`src/rtl/hyperbus_burst_fifo.sv`:
```
// Single-clock HyperBus burst front-end: TX/RX word FIFOs plus MSB-first beat (de)serialiser.
// Optional flush input is compiled in when HBUS_FIFO_FLUSH_EN is defined.
module hyperbus_burst_fifo #(
  parameter int unsigned FIFO_DATA_WIDTH = 32,
  parameter int unsigned HBUS_DATA_WIDTH = 16,
  parameter int unsigned HBUS_ADDR_WIDTH = 32,
  parameter int unsigned DEPTH_LOG2      = 3,
  parameter int unsigned LEN_WIDTH       = 3
) (
  input  logic                       clk,
  input  logic                       rst_n,
`ifdef HBUS_FIFO_FLUSH_EN
  input  logic                       flush,
`endif
  input  logic                       cmd_valid,
  output logic                       cmd_ready,
  input  logic                       cmd_we,
  input  logic [HBUS_ADDR_WIDTH-1:0] cmd_adr,
  input  logic [LEN_WIDTH-1:0]       cmd_len,
  input  logic                       tx_valid,
  output logic                       tx_ready,
  input  logic [FIFO_DATA_WIDTH-1:0] tx_dat,
  output logic                       rx_valid,
  input  logic                       rx_ready,
  output logic [FIFO_DATA_WIDTH-1:0] rx_dat,
  output logic [HBUS_ADDR_WIDTH-1:0] hbus_adr_o,
  input  logic [HBUS_DATA_WIDTH-1:0] hbus_dat_i,
  output logic [HBUS_DATA_WIDTH-1:0] hbus_dat_o,
  output logic                       hbus_rrq,
  output logic                       hbus_wrq,
  input  logic                       hbus_ready,
  input  logic                       hbus_valid,
  input  logic                       hbus_busy,
  output logic                       busy
);

  localparam int unsigned Cycles = FIFO_DATA_WIDTH / HBUS_DATA_WIDTH;
  localparam int unsigned BeatW  = (Cycles > 1) ? $clog2(Cycles) : 1;
  localparam int unsigned CntW   = DEPTH_LOG2 + 1;
  localparam int unsigned WordsW = LEN_WIDTH + 1;
  localparam int unsigned Depth  = 2 ** DEPTH_LOG2;

  localparam logic [BeatW-1:0]      BeatMax = BeatW'(Cycles - 1);
  localparam logic [BeatW-1:0]      BeatOne = BeatW'(1);
  localparam logic [CntW-1:0]       CntFull = CntW'(Depth);
  localparam logic [CntW-1:0]       CntOne  = CntW'(1);
  localparam logic [DEPTH_LOG2-1:0] PtrOne  = DEPTH_LOG2'(1);
  localparam logic [WordsW-1:0]     WrdOne  = WordsW'(1);

  typedef enum logic [2:0] {StIdle, StWrWait, StWrite, StRdWait, StRead} state_e;

  state_e                     r_state;
  logic                       r_cmd_ready, r_wrq, r_rrq;
  logic [HBUS_ADDR_WIDTH-1:0] r_adr, r_cmd_adr;
  logic [WordsW-1:0]          r_words, r_words_left;
  logic [BeatW-1:0]           r_beat;
  logic [FIFO_DATA_WIDTH-1:0] r_shift, r_asm;

  logic [FIFO_DATA_WIDTH-1:0] r_tx_mem [Depth];
  logic [FIFO_DATA_WIDTH-1:0] r_rx_mem [Depth];
  logic [DEPTH_LOG2-1:0]      r_tx_wptr, r_tx_rptr, r_rx_wptr, r_rx_rptr;
  logic [CntW-1:0]            r_tx_count, r_rx_count;

  logic                       w_flush_now, w_flush_do, w_cmd_fire;
  logic                       w_tx_push, w_tx_pop, w_rx_push, w_rx_pop;
  logic                       w_wr_go, w_rd_go;
  logic [FIFO_DATA_WIDTH-1:0] w_tx_head, w_asm_next;

`ifdef HBUS_FIFO_FLUSH_EN
  logic r_flush_pend;

  // A flush requested mid-burst waits for IDLE so the burst is never truncated.
  always_ff @(posedge clk) begin
    if (!rst_n)          r_flush_pend <= 1'b0;
    else if (w_flush_do) r_flush_pend <= 1'b0;
    else if (flush)      r_flush_pend <= 1'b1;
  end

  assign w_flush_now = flush | r_flush_pend;
`else
  assign w_flush_now = 1'b0;
`endif

  assign w_flush_do = w_flush_now & (r_state == StIdle);

  assign cmd_ready  = r_cmd_ready & ~w_flush_do;
  assign w_cmd_fire = cmd_valid & cmd_ready;
  assign tx_ready   = (r_tx_count != CntFull);
  assign rx_valid   = (r_rx_count != '0);
  assign rx_dat     = r_rx_mem[r_rx_rptr];
  assign w_tx_head  = r_tx_mem[r_tx_rptr];
  assign w_tx_push  = tx_valid & tx_ready;
  assign w_rx_pop   = rx_valid & rx_ready;

  assign w_asm_next = (r_asm << HBUS_DATA_WIDTH) | FIFO_DATA_WIDTH'(hbus_dat_i);

  assign w_wr_go = ~hbus_busy & (r_tx_count >= CntW'(r_words));
  assign w_rd_go = ~hbus_busy & ((CntFull - r_rx_count) >= CntW'(r_words));

  assign w_tx_pop  = ((r_state == StWrWait) & w_wr_go) |
                     ((r_state == StWrite) & hbus_ready & (r_beat == '0) &
                      (r_words_left != '0));
  assign w_rx_push = (r_state == StRead) & hbus_valid & (r_beat == '0);

  assign hbus_adr_o = r_adr;
  assign hbus_dat_o = r_shift[FIFO_DATA_WIDTH-1 -: HBUS_DATA_WIDTH];
  assign hbus_wrq   = r_wrq;
  assign hbus_rrq   = r_rrq;
  assign busy       = (r_state != StIdle);

  always_ff @(posedge clk) begin
    if (w_tx_push) r_tx_mem[r_tx_wptr] <= tx_dat;
    if (w_rx_push) r_rx_mem[r_rx_wptr] <= w_asm_next;
  end

  always_ff @(posedge clk) begin
    if (!rst_n || w_flush_do) begin
      r_tx_wptr  <= '0;
      r_tx_rptr  <= '0;
      r_tx_count <= '0;
      r_rx_wptr  <= '0;
      r_rx_rptr  <= '0;
      r_rx_count <= '0;
    end else begin
      if (w_tx_push) r_tx_wptr <= r_tx_wptr + PtrOne;
      if (w_tx_pop)  r_tx_rptr <= r_tx_rptr + PtrOne;
      if (w_rx_push) r_rx_wptr <= r_rx_wptr + PtrOne;
      if (w_rx_pop)  r_rx_rptr <= r_rx_rptr + PtrOne;
      if (w_tx_push && !w_tx_pop)      r_tx_count <= r_tx_count + CntOne;
      else if (!w_tx_push && w_tx_pop) r_tx_count <= r_tx_count - CntOne;
      if (w_rx_push && !w_rx_pop)      r_rx_count <= r_rx_count + CntOne;
      else if (!w_rx_push && w_rx_pop) r_rx_count <= r_rx_count - CntOne;
    end
  end

  always_ff @(posedge clk) begin
    if (!rst_n) begin
      r_state      <= StIdle;
      r_cmd_ready  <= 1'b0;
      r_wrq        <= 1'b0;
      r_rrq        <= 1'b0;
      r_adr        <= '0;
      r_cmd_adr    <= '0;
      r_words      <= '0;
      r_words_left <= '0;
      r_beat       <= '0;
      r_shift      <= '0;
      r_asm        <= '0;
    end else begin
      unique case (r_state)
        StIdle: begin
          if (w_cmd_fire) begin
            r_cmd_adr   <= cmd_adr;
            r_words     <= WordsW'(cmd_len) + WrdOne;
            r_cmd_ready <= 1'b0;
            r_state     <= cmd_we ? StWrWait : StRdWait;
          end else begin
            r_cmd_ready <= 1'b1;
          end
        end
        StWrWait: begin
          if (w_wr_go) begin
            r_shift      <= w_tx_head;
            r_wrq        <= 1'b1;
            r_adr        <= r_cmd_adr;
            r_beat       <= BeatMax;
            r_words_left <= r_words - WrdOne;
            r_state      <= StWrite;
          end
        end
        StWrite: begin
          if (hbus_ready) begin
            if (r_beat != '0) begin
              r_shift <= r_shift << HBUS_DATA_WIDTH;
              r_beat  <= r_beat - BeatOne;
            end else if (r_words_left != '0) begin
              // Next word loads on the same edge as the last beat: no bubble.
              r_shift      <= w_tx_head;
              r_beat       <= BeatMax;
              r_words_left <= r_words_left - WrdOne;
            end else begin
              r_shift     <= r_shift << HBUS_DATA_WIDTH;
              r_wrq       <= 1'b0;
              r_cmd_ready <= 1'b1;
              r_state     <= StIdle;
            end
          end
        end
        StRdWait: begin
          if (w_rd_go) begin
            r_rrq        <= 1'b1;
            r_adr        <= r_cmd_adr;
            r_asm        <= '0;
            r_beat       <= BeatMax;
            r_words_left <= r_words;
            r_state      <= StRead;
          end
        end
        StRead: begin
          if (hbus_valid) begin
            r_asm <= w_asm_next;
            if (r_beat != '0) begin
              r_beat <= r_beat - BeatOne;
            end else begin
              r_beat       <= BeatMax;
              r_words_left <= r_words_left - WrdOne;
              if (r_words_left == WrdOne) begin
                r_rrq       <= 1'b0;
                r_cmd_ready <= 1'b1;
                r_state     <= StIdle;
              end
            end
          end
        end
        default: r_state <= StIdle;
      endcase
    end
  end

endmodule

```
`config.mk`:
```
export PLATFORM = sky130hd
export DESIGN_NAME = hyperbus_burst_fifo
export DESIGN_NICKNAME = d
export VERILOG_FILES = /design/src/rtl/hyperbus_burst_fifo.sv
export SDC_FILE = /design/constraint.sdc
export NUM_CORES = 1
export LEC_CHECK = 0
export BUFFER_PORTS_ARGS = -buffer_cell sky130_fd_sc_hd__buf_2
export CAP_MARGIN = 30
export CORE_ASPECT_RATIO = 0.8
export CORE_MARGIN = 1.5
export CORE_UTILIZATION = 35
export CTS_CLUSTER_DIAMETER = 100
export DETAILED_ROUTE_END_ITERATION = 12
export GPL_ROUTABILITY_DRIVEN = 0
export SLEW_MARGIN = 20
export SYNTH_ARGS = -nofsm -noshare
export SYNTH_HDL_FRONTEND = slang
export SYNTH_SLANG_ARGS = --single-unit
```
`constraint.sdc`:
```
create_clock -name clk -period 6.4 [get_ports clk]
set_input_delay 1.28 -clock clk [delete_from_list [all_inputs] [get_ports clk]]
set_output_delay 1.28 -clock clk [all_outputs]
set_load 0.02 [all_outputs]
```
==> results.cfg <==
[timing]
worst_slew_pin_slew_ns = 0.9766
setup_slack_ns = 1.922
fin_crit_sh_pct = 69.97
period_minus_slack_ns = 4.478
max_freq_ghz = 0.2233
relSlewSlack_pct = 34.90
setup_tns_ns = 0
clock_skew_ns = 0.02114
maxSlewViolCount = 0
rsz0062_at_grt = no
hold_violations = 0
setup_violations = 0

[cts]
cts_resized = 0
clockRootBuffer = clkbuf_16
hold_buffers = 0
cts_setup_buffers = 0
h-tree-depth = 3
numClockSinks = 665
numCtsBuffers = 68
path_clk_slew_ns = 0.06
cts_tree = yes
clock_latency_ns = 0.61
cts_max_path_buffers = 3

[synthesis]
synth-edff-count = 512
syn_nets = 1625
ys.flop_type = edfxtp_1
synth_top_area_share_pct = 59.60
syn-cell-area_mm2 = 0.02580
synth_area_per_cell_um2 = 17.12
synthTopCellsByArea = edfxtp_1 (60%), dfxtp_1 (12%), mux4_2 (11%)
synth.most_common_cell = edfxtp_1
yosys-top-cells-count = edfxtp_1 (512), nand2_1 (168), dfxtp_1 (153), mux4_2 (128), a21oi_1 (86)
ys_seq_area_share_pct = 71.47
yosysUniqueCellTypes = 62
synth_cells = 1507
yosys.area.top_type = edfxtp_1
async_flop_share_pct = 0
ys_seq_elements = 665
ys_warn_count = 0

[worst_hold_path]
min_from = r_cmd_adr[13]
hold_path_class = flop to flop
holdPathEnd = r_cmd_adr[13]
min_delay_path_depth = 2

[job]
max-cap-violations = 0

[setup_path]
slowest_stage = dfxtp_4
r2r_slack_ns = 2.99
r2r-start = r_tx_count[0]
end_kind = output port
rr_worst_depth = 13
cp.required_ns = 5.12
path_cells = buf_4, mux4_2, mux2_2, buf_2
slowest_delay_ns = 0.91
critPathKind = flop to output port
arrival_ns = 3.20
worst-path-max-fanout = 42
worstSetupStartpointType = flop
timing.rr.end = r_tx_count[3]

[die]
die_x_um = 306.5
core_region_area_mm2 = 0.07256
row_count = 88
dieArea_mm2 = 0.07536
io_pins = 178
start_util_pct = 35.55
die_y_um = 245.8

[global_route]
grt_overflow_total = 0
grt_pass1_wl_um = 85450
grt_pass1_vias = 14236
antenna_found_initial = 8
grt_max_degree = 84
grtUsageTotal_pct = 14.90

[detailed_routing]
drt-initial-drc-count = 1072
drt-vias-per-instance = 5.046
wl_per_cell_um = 20.59
drc = 0
routed_wl_um = 55470
drt_first_pass_iters = 5
ant_nets = 0
vias = 13595

[cells_and_area]
drive_above_1_share_pct = 29.69
nets = 1811
utilization_pct = 41.62
area_growth_pct = 17.05

[power]
p_per_area_mw_per_mm2 = 373.8
peakVddDrop_mv = 0.2531
leakage_uw = 0.01005

[outcome]
run_status = finished clean

[place]
portBuffers = 177
hpwlAfterDp_um = 32410
dp_slack_ns = 2.444
metrics by stage:
stage | cell area, um^2 | hold WS, ns | std cells | total power, uW
6_report | 30200 | 0.4534 | 2694 | 11290
5_1_grt | 30200 | 0.4674 | 2693 | 11810
4_1_cts | 30170 | 0.4535 | 2692 | 11430
2_1_floorplan | 25800 | 0.4330 | 1507 | 6734
3_5_place_dp | 27840 | 0.4446 | 2567 | 7328
3_3_place_gp | 27730 | 0.4403 | 2563 | 7283
cells by family after synthesis:
logic type,count (synthesis),share of synthesized area [%]
fa+ha+maj,26,1.319
flops,665,71.47
buf+inv,113,2.052
compound gates,168,4.282
mux,228,15.21
simple gates,288,5.025
xor+xnor,19,0.6450
metal layers:
| metal | global-route usage (%) | share of wire (%) |
|---|---|---|
| met4 | 4.499 | 2.3 |
| met3 | 3.603 | 4.6 |
| met5 | 0 | 0.15 |
| met2 | 25.08 | 49 |
| met1 | 19.06 | 44 |
registers in the layout, indices dropped and copies added (netlist names), named ones only:
| signal | flops |
|---|---|
| r_shift | 32 |
| r_state | 3 |
| r_tx_rptr | 3 |
| cmd_ready | 1 |
| r_rx_rptr | 3 |
| r_words_left | 4 |
| r_cmd_adr | 32 |
| r_rx_count | 4 |
| r_tx_mem | 256 |
| hbus_adr_o | 32 |
| r_asm | 16 |
| r_rx_mem | 256 |
| r_words | 4 |
| hbus_wrq | 1 |
| hbus_rrq | 1 |
| r_tx_wptr | 3 |
| r_beat | 1 |
| r_rx_wptr | 3 |
| r_tx_count | 4 |
layout make-up:
cell class / count / area [um^2]
fill: 6402 / 42360
sequential: 665 / 18450
multi-input combinational: 729 / 6933
clock buffer: 84 / 1854
timing repair buffer: 210 / 1234
tap: 945 / 1182
clock inverter: 41 / 470.5
inverter: 19 / 71.32
antenna: 1 / 2.502
layout by cell type (no fill, tap or decap), drive strengths merged, types with 3 or more instances in the layout:
cell type	Yosys	layout
a211oi	3	3
o21ai	15	15
nor3	14	14
inv	19	27
dfxtp	153	153
a22o	18	18
ha	24	24
o211ai	6	6
nor3b	7	7
o2bb2ai	16	16
nor2	47	47
mux2	32	32
xor2	10	10
clkinv	0	20
buf	49	210
bufinv	0	7
edfxtp	512	512
nand3	19	19
mux2i	68	68
nand2	169	169
a21o	3	3
or4b	3	3
xnor2	9	9
or3	5	5
o311ai	3	3
nor4	4	4
clkbuf	45	84
a21oi	87	87
nand2b	6	6
mux4	128	128
clkinvlp	0	6
how the worst max path moves through the flow:
stage,endpoint,cells after the start
after floorplan,r_rx_mem[0][0],4
after global placement,rx_dat[28],4
after detailed placement,rx_dat[28],4
after CTS,rx_dat[28],4
after global routing,rx_dat[28],4
final,rx_dat[28],4
power breakdown:
group          switching (uW)  total [uW]  internal (uW)  leakage [uW]
sequential                248        5150           4900       0.00598
combinational            1160        2070            907       0.00295
clock                    1690        4070           2380       0.00113
worst max-delay path: cells and delay by family (launching register included):
kind | cells | cell delay [ns]
buffers and inverters | 2 | 0.74
DFF | 1 | 0.91
muxes | 2 | 0.90
Note: power is estimated with default switching activity, not from simulation.
